`src/rtl/sw_color_conditioner_pkg.sv`:
```
// Shared colour-bus geometry for the switch conditioner and the GPU colour input.
package sw_color_conditioner_pkg;

  localparam int CHANNEL_BITS  = 4;
  localparam int CHANNEL_COUNT = 4;

  function automatic int color_width(input int bits, input int count);
    return bits * count;
  endfunction

  localparam int COLOR_W = color_width(CHANNEL_BITS, CHANNEL_COUNT);

  typedef logic [COLOR_W-1:0] color_t;

endpackage

```
`src/rtl/sw_color_conditioner_if.sv`:
```
// Switch-in / colour-out bundle between the board pins, the conditioner and the GPU.
interface sw_color_conditioner_if #(
  parameter int W = 16
);
  logic [W-1:0] sw_raw;
  logic         frame_start;
  logic [W-1:0] color;
  logic         color_update;
  logic         pending;

  modport master (
    output sw_raw, frame_start,
    input  color, color_update, pending
  );

  modport slave (
    input  sw_raw, frame_start,
    output color, color_update, pending
  );
endinterface

```
`src/rtl/sw_color_conditioner_debounce.sv`:
```
// One switch bit: SYNC_STAGES-deep synchroniser followed by a restart-on-bounce debounce counter.
module sw_debounce_bit #(
  parameter int SYNC_STAGES     = 2,
  parameter int DEBOUNCE_CYCLES = 500000,
  parameter int CNT_BITS        = 19
) (
  input  logic clk,
  input  logic aresetn,
  input  logic din_async,
  output logic dout_stable
);

  localparam logic [CNT_BITS-1:0] CNT_MAX = CNT_BITS'(DEBOUNCE_CYCLES - 1);

  logic [SYNC_STAGES-1:0] sync_q, sync_d;
  logic [CNT_BITS-1:0]    cnt_q, cnt_d;
  logic                   stable_q, stable_d;
  logic                   sw_sync;

  assign sw_sync = sync_q[SYNC_STAGES-1];
  assign sync_d  = {sync_q[SYNC_STAGES-2:0], din_async};

  // Any sample matching the accepted level restarts the count, so only an
  // unbroken run of DEBOUNCE_CYCLES differing samples flips the output.
  always_comb begin
    cnt_d    = cnt_q;
    stable_d = stable_q;
    if (sw_sync == stable_q) begin
      cnt_d = '0;
    end else if (cnt_q == CNT_MAX) begin
      stable_d = sw_sync;
      cnt_d    = '0;
    end else begin
      cnt_d = cnt_q + 1'b1;
    end
  end

  always_ff @(posedge clk) begin
    if (!aresetn) begin
      sync_q   <= '0;
      cnt_q    <= '0;
      stable_q <= 1'b0;
    end else begin
      sync_q   <= sync_d;
      cnt_q    <= cnt_d;
      stable_q <= stable_d;
    end
  end

  assign dout_stable = stable_q;

endmodule

```
`src/rtl/sw_color_conditioner.sv`:
```
// Debounces the board switches and hands the result to the GPU only at frame start.
module sw_color_conditioner
  import sw_color_conditioner_pkg::*;
#(
  parameter int CHANNEL_BITS    = sw_color_conditioner_pkg::CHANNEL_BITS,
  parameter int CHANNEL_COUNT   = sw_color_conditioner_pkg::CHANNEL_COUNT,
  parameter int SYNC_STAGES     = 2,
  parameter int DEBOUNCE_CYCLES = 500000,
  parameter int CNT_BITS        = 19,
  parameter logic [CHANNEL_COUNT*CHANNEL_BITS-1:0] RESET_COLOR = '0
) (
  input  logic                   clk,
  input  logic                   aresetn,
  sw_color_conditioner_if.slave  bus
);

  localparam int W = color_width(CHANNEL_BITS, CHANNEL_COUNT);

  logic [W-1:0] stable;
  logic [W-1:0] color_q, color_d;
  logic         update_q, update_d;
  logic         pending_q, pending_d;

  for (genvar g = 0; g < W; g++) begin : g_bit
    sw_debounce_bit #(
      .SYNC_STAGES     (SYNC_STAGES),
      .DEBOUNCE_CYCLES (DEBOUNCE_CYCLES),
      .CNT_BITS        (CNT_BITS)
    ) u_db (
      .clk         (clk),
      .aresetn     (aresetn),
      .din_async   (bus.sw_raw[g]),
      .dout_stable (stable[g])
    );
  end

  // pending compares against the colour being committed this edge, so it
  // drops in the same cycle the update pulse appears.
  always_comb begin
    color_d  = color_q;
    update_d = 1'b0;
    if (bus.frame_start && (stable != color_q)) begin
      color_d  = stable;
      update_d = 1'b1;
    end
    pending_d = (stable != color_d);
  end

  always_ff @(posedge clk) begin
    if (!aresetn) begin
      color_q   <= RESET_COLOR;
      update_q  <= 1'b0;
      pending_q <= 1'b0;
    end else begin
      color_q   <= color_d;
      update_q  <= update_d;
      pending_q <= pending_d;
    end
  end

  assign bus.color        = color_q;
  assign bus.color_update = update_q;
  assign bus.pending      = pending_q;

endmodule

```
`src/flat_wrapper.sv`:
```
// flat-port wrapper written by rule: the top's interface ports become plain ports
module sw_color_conditioner_flat import sw_color_conditioner_pkg::*;
#(
  parameter int CHANNEL_BITS    = sw_color_conditioner_pkg::CHANNEL_BITS,
  parameter int CHANNEL_COUNT   = sw_color_conditioner_pkg::CHANNEL_COUNT,
  parameter int SYNC_STAGES     = 2,
  parameter int DEBOUNCE_CYCLES = 500000,
  parameter int CNT_BITS        = 19,
  parameter logic [CHANNEL_COUNT*CHANNEL_BITS-1:0] RESET_COLOR = '0
)
  (clk, aresetn, bus_sw_raw, bus_frame_start, bus_color, bus_color_update, bus_pending);
  sw_color_conditioner_if #(.W((16))) bus_i ();
  input  logic clk;
  input  logic aresetn;
  input wire logic [$bits(bus_i.sw_raw)-1:0] bus_sw_raw;
  input wire logic [$bits(bus_i.frame_start)-1:0] bus_frame_start;
  output wire logic [$bits(bus_i.color)-1:0] bus_color;
  output wire logic [$bits(bus_i.color_update)-1:0] bus_color_update;
  output wire logic [$bits(bus_i.pending)-1:0] bus_pending;
  assign bus_i.sw_raw = bus_sw_raw;
  assign bus_i.frame_start = bus_frame_start;
  assign bus_color = bus_i.color;
  assign bus_color_update = bus_i.color_update;
  assign bus_pending = bus_i.pending;
  sw_color_conditioner #(.CHANNEL_BITS(CHANNEL_BITS), .CHANNEL_COUNT(CHANNEL_COUNT), .SYNC_STAGES(SYNC_STAGES), .DEBOUNCE_CYCLES(DEBOUNCE_CYCLES), .CNT_BITS(CNT_BITS), .RESET_COLOR(RESET_COLOR)) u_core (.clk(clk), .aresetn(aresetn), .bus(bus_i));
endmodule
```
`config.mk`:
```
export PLATFORM = sky130hd
export DESIGN_NAME = sw_color_conditioner_flat
export DESIGN_NICKNAME = d
export VERILOG_FILES = /design/src/rtl/sw_color_conditioner_pkg.sv /design/src/rtl/sw_color_conditioner_if.sv /design/src/rtl/sw_color_conditioner_debounce.sv /design/src/rtl/sw_color_conditioner.sv /design/src/flat_wrapper.sv
export SDC_FILE = /design/constraint.sdc
export NUM_CORES = 1
export LEC_CHECK = 0
export ABC_AREA = 1
export ABC_CLOCK_PERIOD_IN_PS = 2600
export CORE_MARGIN = 3
export CORE_UTILIZATION = 35
export DETAILED_ROUTE_END_ITERATION = 10
export SLEW_MARGIN = 40
export SYNTH_ARGS = -nofsm -noshare
export SYNTH_HDL_FRONTEND = slang
export SYNTH_SLANG_ARGS = --single-unit
```
`constraint.sdc`:
```
create_clock -name clk -period 2.6 [get_ports clk]
set_input_delay 0.26 -clock clk [delete_from_list [all_inputs] [get_ports clk]]
set_output_delay 0.26 -clock clk [all_outputs]
set_load 0.02 [all_outputs]
```
# Word level (Yosys, flattened, before mapping)
# Index checks and enable logic that the tools add are counted.
# W data, S select, Z words.
dict set report totals {
  n_memories 0
  output_inout_bits 18
  in_bits 19
  mem_bits_ro 0
  ram_bits 0
  regBits 370
  latch_bits 0
}
dict set report op_classes {
  shift 0
  reduce_logical 33
  n_mux 2
  n_mul 0
  eq_ne 34
  n_div 0
  n_lt_le_gt_ge 0
  bitwise 17
  n_addsub 16
}
# cell count
set op_table {}
lappend op_table {{$add A19 B1 Y19 const B} 16}
lappend op_table {{$eq A19 B19 Y1 const B} 16}
lappend op_table {{$reduce_or A3 Y1} 16}
lappend op_table {{$ne A16 B16 Y1} 2}
lappend op_table {{$reduce_and A2 Y1} 16}
lappend op_table {{$not A1 Y1} 17}
lappend op_table {{$eq A1 B1 Y1} 16}
lappend op_table {{$mux W16} 1}
lappend op_table {{$logic_and A1 B1 Y1} 1}
lappend op_table {{$mux W1} 1}

# Depth between registers and ports, before layout
# Gate-level depths: netlist (run 1).
dict set report depth {
  depth_word 4
  mapped_depth 12
}

# Cells and area by module
# Synthesis (run 1) repeated with hierarchy kept, for this count alone.
dict set report unflattened {
  cells_unflattened 3083
  hier_area_um2 20225.6
}
# mod n_inst area_per_inst_um2 cells_each
set by_module_without_submodules {}
lappend by_module_without_submodules {sw_debounce_bit 16 1199.9 181}
lappend by_module_without_submodules {sw_color_conditioner 1 1027.2 187}

# Least setup slack after synthesis (run 1)
# OpenSTA, ideal clock, no wires.
dict set report synth_timing {
  path_kind {flip-flop to flip-flop}
  from {register u_core.g_bit[7].u_db.cnt_q[0]}
  to {register u_core.g_bit[7].u_db.cnt_q[11]}
  arrival_ns 1.450
  stages_incl_launch_ff 9
  slack_ns 1.034
  required_time_ns 2.484
  path_buffers 2
  setup_ns 0.116
  cell_sequence {dfxtp_1 -> ha_1 -> buf_2 -> nand2_1 -> nor2_1 -> nand3_1 -> o21bai_4 -> buf_6 -> nor2_1}
}
dict set report synth_via {
  elab_chain_len 2
  word_cells_on_any_way 3
  classes_between {add/sub: 1; eq/ne: 1; reduce/logical: 1}
}
# item line_no
set synth_lines {}
lappend synth_lines {{start: declaration} sw_color_conditioner_debounce.sv:16} ;# logic [CNT_BITS-1:0] cnt_q, cnt_d;
lappend synth_lines {{start signal: assignment} sw_color_conditioner_debounce.sv:45} ;# cnt_q <= cnt_d;
lappend synth_lines {{parallel branches: the longest is 2 deep, another holds $add A19 B1 Y19} --}
# Parallel ways; which one is timed is not known.
# A chain may end at the register's enable or synchronous reset.

# Worst setup path in the final report (run 1)
dict set report layout_timing {
  from {register u_core.g_bit[0].u_db.cnt_q[0]}
  to {register u_core.g_bit[0].u_db.cnt_q[16]}
}
dict set report layout_via {
  elab_chain_len 2
  word_cells_on_any_way 3
  classes_between {add/sub: 1; eq/ne: 1; reduce/logical: 1}
}
# item line_no
set layout_lines {}
lappend layout_lines {{start: declaration} sw_color_conditioner_debounce.sv:16}
lappend layout_lines {{start signal: assignment} sw_color_conditioner_debounce.sv:45}
lappend layout_lines {{parallel branches: the longest is 2 deep, another holds $add A19 B1 Y19} --}
# Parallel ways; which one is timed is not known.

==> results.md, run 1 <==
- Wirelength per Cell: 11.24 µm
- Count of cell types in the netlist: 43
- Hold-fix buffers, CTS: 0
- Count leader, synth: nand2_1
- Type of the worst setup path: flop to flop
- Period minus WS final: 1941 ps
- CTS Root Cell: clkbuf_16
- Clock slew at reported path FFs: 60 ps
- Leakage power: 7.489 nW
- First-pass GRT wire length: 64560 µm
- Max Clk Rate: 515.2 MHz
- NumNets Final: 2605
- Antenna violations before repair: 0
- Critical path arrival: 2390 ps
- Sink Count: 370
- Detailed placer's ending HPWL: 26830 µm
- Area grow syn2layout: 13.03%
- Post-Syn Area: 0.01789 mm²
- DR pass1 iterations: 5
- Core Util, Final: 40.15%
- Met2 Track Usage GR: 23.21%
- Final setup violation count: 0
- #FFs+latches synth: 370
- Dpl ws: 658.7 ps
- DR vias: 14970
- ANT cells: 0
- Type of origin of the critical path: flop
- Leading post-synthesis cells by cell area: dfxtp_1 (41%), nand2_1 (11%), inv_1 (8.2%)
- Max Root-Sink Buffers: 3
- Synth Net Count: 2553
- Dominant cell type by area after synthesis: dfxtp_1
- Share of layout cells above drive strength 1: 8.269%
- Die Y: 232.1 µm
- Worst Path Required: 3050 ps
- Design Area, Final: 0.02023 mm²
- Via density: 4.576
- Busiest grt layer: met2
- RePlAce Congestion: 0.8506
- CTS tree: done
- PostCTS Resize Cnt: 0
- Synthesized instance count: 2518
- Largest net degree at the start of global routing: 34
- Grt met1 use: 18.25%
- DR iter-0 viols: 916
- Port bufs: 36
- Clk_lat worst skew: 560 ps
- Final Skew: 19.01 ps
- TritonCTS Buffers: 42
- Core Box Area: 0.05038 mm²
- IO Pins: 37
- ANT nets after route: 0
- Worst VDD drop: 0.0003871 V
- Synth top area share: 41.39%
- Outcome: finished, final reports clean
- Crit path max fanout: 18
- Final wirelength: 36790 µm
- Ys Warns: 0
- Post-CTS setup buffer count: 0
- RSZ-0062 raised after global routing: false
- Sequential area share after synthesis: 41.39%
- Final worst setup slack: 658.8 ps
- TNS Setup: 0 ps
- DRC Markers: 0
- Max_slew headroom: 62.16%
- Starting Density: 35.52%
- Number of global-route vias before repair: 14300
- Met3 Use GR: 2.576%
- Register area: 0.007407 mm²
- Hold Crit Class: input port to flop
- Multi-input gate area: 0.008732 mm²
- Area post-placement: 0.01887 mm²
- Post-synth ARST share: 0%
- Mean area per synthesized cell: 7.107 µm²
- Main flop type after synthesis: dfxtp_1
- Final Cycle Share: 74.66%
- Global route overflow: 0
- Fin. Hold Viols: 0
- Max-cap violation count: 0
- Top cells by count, synth: nand2_1 (542), inv_1 (389), dfxtp_1 (370), nor2_1 (370), nand3_1 (145)
- Final Max Slew Viols: 0
- Total power: 11.88 mW
- Core Rows: 82
- Critical Path End Type: flop
- Worst-Margin Slew: 567.7 ps
- # fillers: 5072
- DIE AREA: 0.05388 mm²
- GRT Util Overall: 13.94%
- Die width: 232.1 µm
- Post-synth EDFFs: 0
- Cell Pwr Density: 587.5 mW/mm²
- H-tree Lvls: 2
-- registers in the layout (all words and copies together), names as in the netlist --
register                       flops
u_core.bus.color                  16
u_core.bus.color_update            1
u_core.g_bit.u_db.cnt_q          304
u_core.g_bit.u_db.sync_q          32
u_core.g_bit.u_db.dout_stable     16
u_core.bus.pending                 1
-- report_power, final --
part	internal, mW	total, mW	switching (mW)
Combinational	0.128	0.361	0.233
Clock	3.42	5.76	2.34
Sequential	5.72	5.76	0.0367
Total	9.27	11.9	2.61
-- cell type report --
cell class	count	share of cell area, %
clock buffers	63	6.180
clock inverters	11	0.5134
inverters	397	7.404
multi-input cells	1718	43.17
flip-flops and latches	370	36.62
well taps	672	4.157
repair buffers	41	1.955
-- per-layer routing --
layer / routed length, µm / vias up
met5: 0 / -
met4: 838 / 0
met3: 1354 / 55
met2: 16500 / 165
met1: 18090 / 6736
li1: - / 8017
-- path summary, 6_finish.rpt --
check / start / end / slack (ps) / cells after the start
max: u_core.g_bit[0].u_db.cnt_q[0] / u_core.g_bit[0].u_db.cnt_q[16] / 660 / 7
min: aresetn / u_core.g_bit[13].u_db.sync_q[1] / 90 / 3
max reg2reg: u_core.g_bit[0].u_db.cnt_q[0] / u_core.g_bit[0].u_db.cnt_q[16] / 660 / 7
min reg2reg: u_core.g_bit[1].u_db.sync_q[0] / u_core.g_bit[1].u_db.sync_q[1] / 410 / 2
-- cell families (layout without fill, tap and decap cells) --
| family | count (synthesis) | in the layout | share of synthesized area, % |
|---|---|---|---|
| and+or+nand+nor | 1435 | 1435 | 37.46 |
| buffers and inverters | 430 | 512 | 9.810 |
| DFF | 370 | 370 | 41.39 |
| AOI/OAI and AO/OA | 149 | 149 | 4.440 |
| xor gates and xnor gates | 118 | 118 | 5.775 |
| adders and majority gates | 16 | 16 | 1.119 |
-- metrics by stage --
step,instances,hold WS [ps]
floorplan,2518,332.0
global placement,3198,395.1
detailed placement,3198,400.7
CTS,3272,47.85
global route,3272,81.80
finish,3272,87.84
-- worst max-delay path, cell delays in order, from the launching register on --
cell and delay [ps]:
dfxtp_1 390, ha_1 280, nand3_2 150, nor3_2 260, a21o_1 510, inv_1 120, nand2_1 90, inv_1 40
-- cells in the final DEF (no fill, tap or decap), types with 7 or more instances in the layout --
cell,synthesis,routed
a21oi_1,94,94
clkbuf_1,8,9
clkbuf_16,0,42
clkbuf_8,0,12
clkdlybuf4s50_1,0,35
dfxtp_1,370,370
ha_1,16,16
inv_1,389,389
nand2_1,542,542
nand2_2,14,14
nand3_1,145,145
nand3_2,10,10
nand3b_1,23,23
nand4_1,65,65
nor2_1,370,370
nor2_2,42,42
nor2_4,11,11
nor3_1,117,117
nor3_2,16,16
nor3_4,7,7
nor3b_1,19,19
nor4_1,13,13
o21ai_0,36,36
or2_2,22,22
xnor2_1,23,23
xor2_1,95,95
Note: power is estimated with default switching activity, not from simulation.
==> run 2: changes to the inputs <==
--- a/config.mk
+++ b/config.mk
@@ -6,7 +6,7 @@
 export NUM_CORES = 1
 export LEC_CHECK = 0
 export ABC_AREA = 1
-export ABC_CLOCK_PERIOD_IN_PS = 2600
+export ABC_CLOCK_PERIOD_IN_PS = 1550
 export CORE_MARGIN = 3
 export CORE_UTILIZATION = 35
 export DETAILED_ROUTE_END_ITERATION = 10
==> constraint.sdc (replaced) <==
create_clock -name clk -period 1.55 [get_ports clk]
set_input_delay 0.155 -clock clk [delete_from_list [all_inputs] [get_ports clk]]
set_output_delay 0.155 -clock clk [all_outputs]
set_load 0.02 [all_outputs]
==> run 2 against run 1 <==
Compared with the run above: final cell count up 5.9%; clock-buffer cell count down 1; clock power up 84%; sequential share of layout area down 4.1 points; highest routed layer is now met5; die area unchanged; critical endpoint is now u_core.g_bit[13].u_db.cnt_q[6]; utilization up 5.6 points; clock skew up 1.7 ps; worst hold slack worse by 50 ps; largest cell class unchanged; non-clock buffer count up 185; global-route usage up 0.67 points.
==> results.md, run 2 (synthesis results as in run 1) <==
- Outcome: finished, final reports clean
- Design Area, Final: 0.02305 mm²
- ANT nets after route: 0
- Top reg by flops: u_core.g_bit.u_db.cnt_q
- Critical Path End Type: flop
- Dpl cells: 3339
- DR pass1 iterations: 5
- Most frequent cells in the layout: nand2_1 (504), inv_1 (371), nor2_1 (339), dfxtp_1 (306), buf_4 (168)
- Area post-placement: 0.02007 mm²
- Fin. Hold Viols: 0
- Combinational share of power: 4.0%
- Type of origin of the critical path: flop
- Wirelength per Cell: 11.81 µm
- Area grow syn2layout: 28.82%
- Number of flip-flops in the largest register: 304
- First-pass GRT wire length: 67450 µm
- Core Util, Final: 45.76%
- NumNets Final: 2797
- Hold Crit Depth: 4
- Final Cycle Share: 97.32%
- Max_slew headroom: 40.05%
- RePlAce Congestion: 0.8489
- DRC Markers: 0
- TritonCTS Buffers: 43
- Max Root-Sink Buffers: 3
- Top flop regs: u_core.g_bit.u_db.cnt_q x304, u_core.g_bit.u_db.sync_q x32
- Hold Crit Class: input port to flop
- Sequential share of power: 45.9%
- Core Box Area: 0.05038 mm²
- DIE AREA: 0.05388 mm²
- DR vias: 15990
- CTS Root Cell: clkbuf_16
- Final Max Slew Viols: 0
- Share of layout cells above drive strength 1: 22.89%
- Clk pwr share: 50.2%
- Worst-Margin Slew: 896.5 ps
- Clock slew at reported path FFs: 60 ps
- H-tree Lvls: 2
- Die Y: 232.1 µm
- Port bufs: 36
- WHS: 38.00 ps
- Die width: 232.1 µm
- Via density: 4.616
- DR iter-0 viols: 668
- Cell Pwr Density: 913.8 mW/mm²
- Final setup violation count: 0
- Period minus WS final: 1508 ps
- Post-Layout Cell Count: 3464
- Total power: 21.06 mW
- Sink Count: 370
- Cell-internal power: 16.49 mW
- ANT cells: 0
- Switching fraction of total power: 21.71%
- Max-cap violation count: 0
- Max Clk Rate: 662.9 MHz
- Detailed placer's ending HPWL: 28560 µm
- Critical path arrival: 1950 ps
- Type of the worst setup path: flop to flop
- Final Skew: 20.68 ps
- Largest net degree at the start of global routing: 32
- Worst Path Required: 2000 ps
- RSZ-0062 raised after global routing: true
- Global route overflow: 0
- Number of global-route vias before repair: 15090
- Antenna violations before repair: 1
- Leakage power: 8.938 nW
- Commonest non-fill, non-tap cell in the layout: nand2_1
- CTS tree: done
- Final wirelength: 40910 µm
- Crit path max fanout: 7
- Worst VDD drop: 0.0007945 V
- Core Rows: 82
- Depth of the worst register-to-register path: 7
- IO Pins: 37
- GRT Util Overall: 14.61%
- Starting Density: 35.52%
- Clk_lat worst skew: 570 ps
- NetSw: 4.574 mW
-- run 2: cell types whose count changed in the layout (fill, tap and decap cells not counted), sizes merged --
| cell | delta |
|---|---|
| bufinv | +4 |
| dlygate4sd2 | +2 |
| buf | +183 |
| clkdlybuf4s15 | +15 |
| clkdlybuf4s50 | -18 |
| clkinvlp | -1 |
| clkbuf | +2 |
| clkinv | +2 |
| nand2 | +4 |
| inv | -1 |
-- run 2: worst max-delay path, cell delays in order, from the launching register on --
cell	delay, ps
dfxtp_4	350
ha_4	150
nand3_4	110
nor4_4	270
nand3_2	150
nand2_4	140
clkbuf_16	180
nor3b_2	40
-- run 2: area by class of cell --
cell class                 count  area, µm²
timing repair inverter         2      12.51
timing repair buffer         226       2017
clock buffer                  62       1279
multi-input combinational   1722       9683
inverter                     397       1505
sequential                   370       7507
clock inverter                13      207.7
fill                        4904      27320
tap                          672      840.8
-- run 2: power by group through the flow --
stage               registers, mW  logic (mW)  clock network (mW)
detailed placement           9.87       0.717                   0
floorplan                    9.90       0.346                   0
global placement             9.87       0.712                   0
CTS                          9.66       0.728                10.9
global route                 9.66       0.924                11.3
finish                       9.66       0.838                10.6
-- run 2: worst paths after layout --
path | start | end | slack [ps]
hold / removal | aresetn | u_core.g_bit[5].u_db.dout_stable | 40
setup reg to reg | u_core.g_bit[13].u_db.cnt_q[1] | u_core.g_bit[13].u_db.cnt_q[6] | 40
hold reg to reg | u_core.g_bit[2].u_db.cnt_q[0] | u_core.g_bit[2].u_db.cnt_q[0] | 410
setup / recovery | u_core.g_bit[13].u_db.cnt_q[1] | u_core.g_bit[13].u_db.cnt_q[6] | 40
-- run 2: routing by layer --
| metal | GRT usage [%] | share of wire (%) | vias up | wire length (µm) |
|---|---|---|---|---|
| met1 | 18.31 | 46 | 7306 | 18750 |
| li1 | - | - | 8413 | - |
| met5 | 0 | 0.032 | - | 13 |
| met2 | 25.24 | 48 | 198 | 19600 |
| met3 | 2.552 | 3.8 | 70 | 1568 |
| met4 | 5.054 | 2.4 | 2 | 985 |
-- run 2: through the flow --
stage | setup WS (ps) | setup TNS, ps
floorplan | 13.28 | 0
global placement | -51.34 | -485.8
detailed placement | -96.80 | -1481
CTS | 2.257 | 0
global route | -76.74 | -2945
finish | 41.57 | 0
-- run 2: timing repair --
item / in CTS / in global routing
endpoints found under the setup margin: 95 / 279
cloned: 2 / 8
resized for setup: 68 / 289
pin swaps: 11 / 92
hold endpoints to repair: 0 / 0
buffers inserted: 3 / 37
hold buffers: 0 / 0
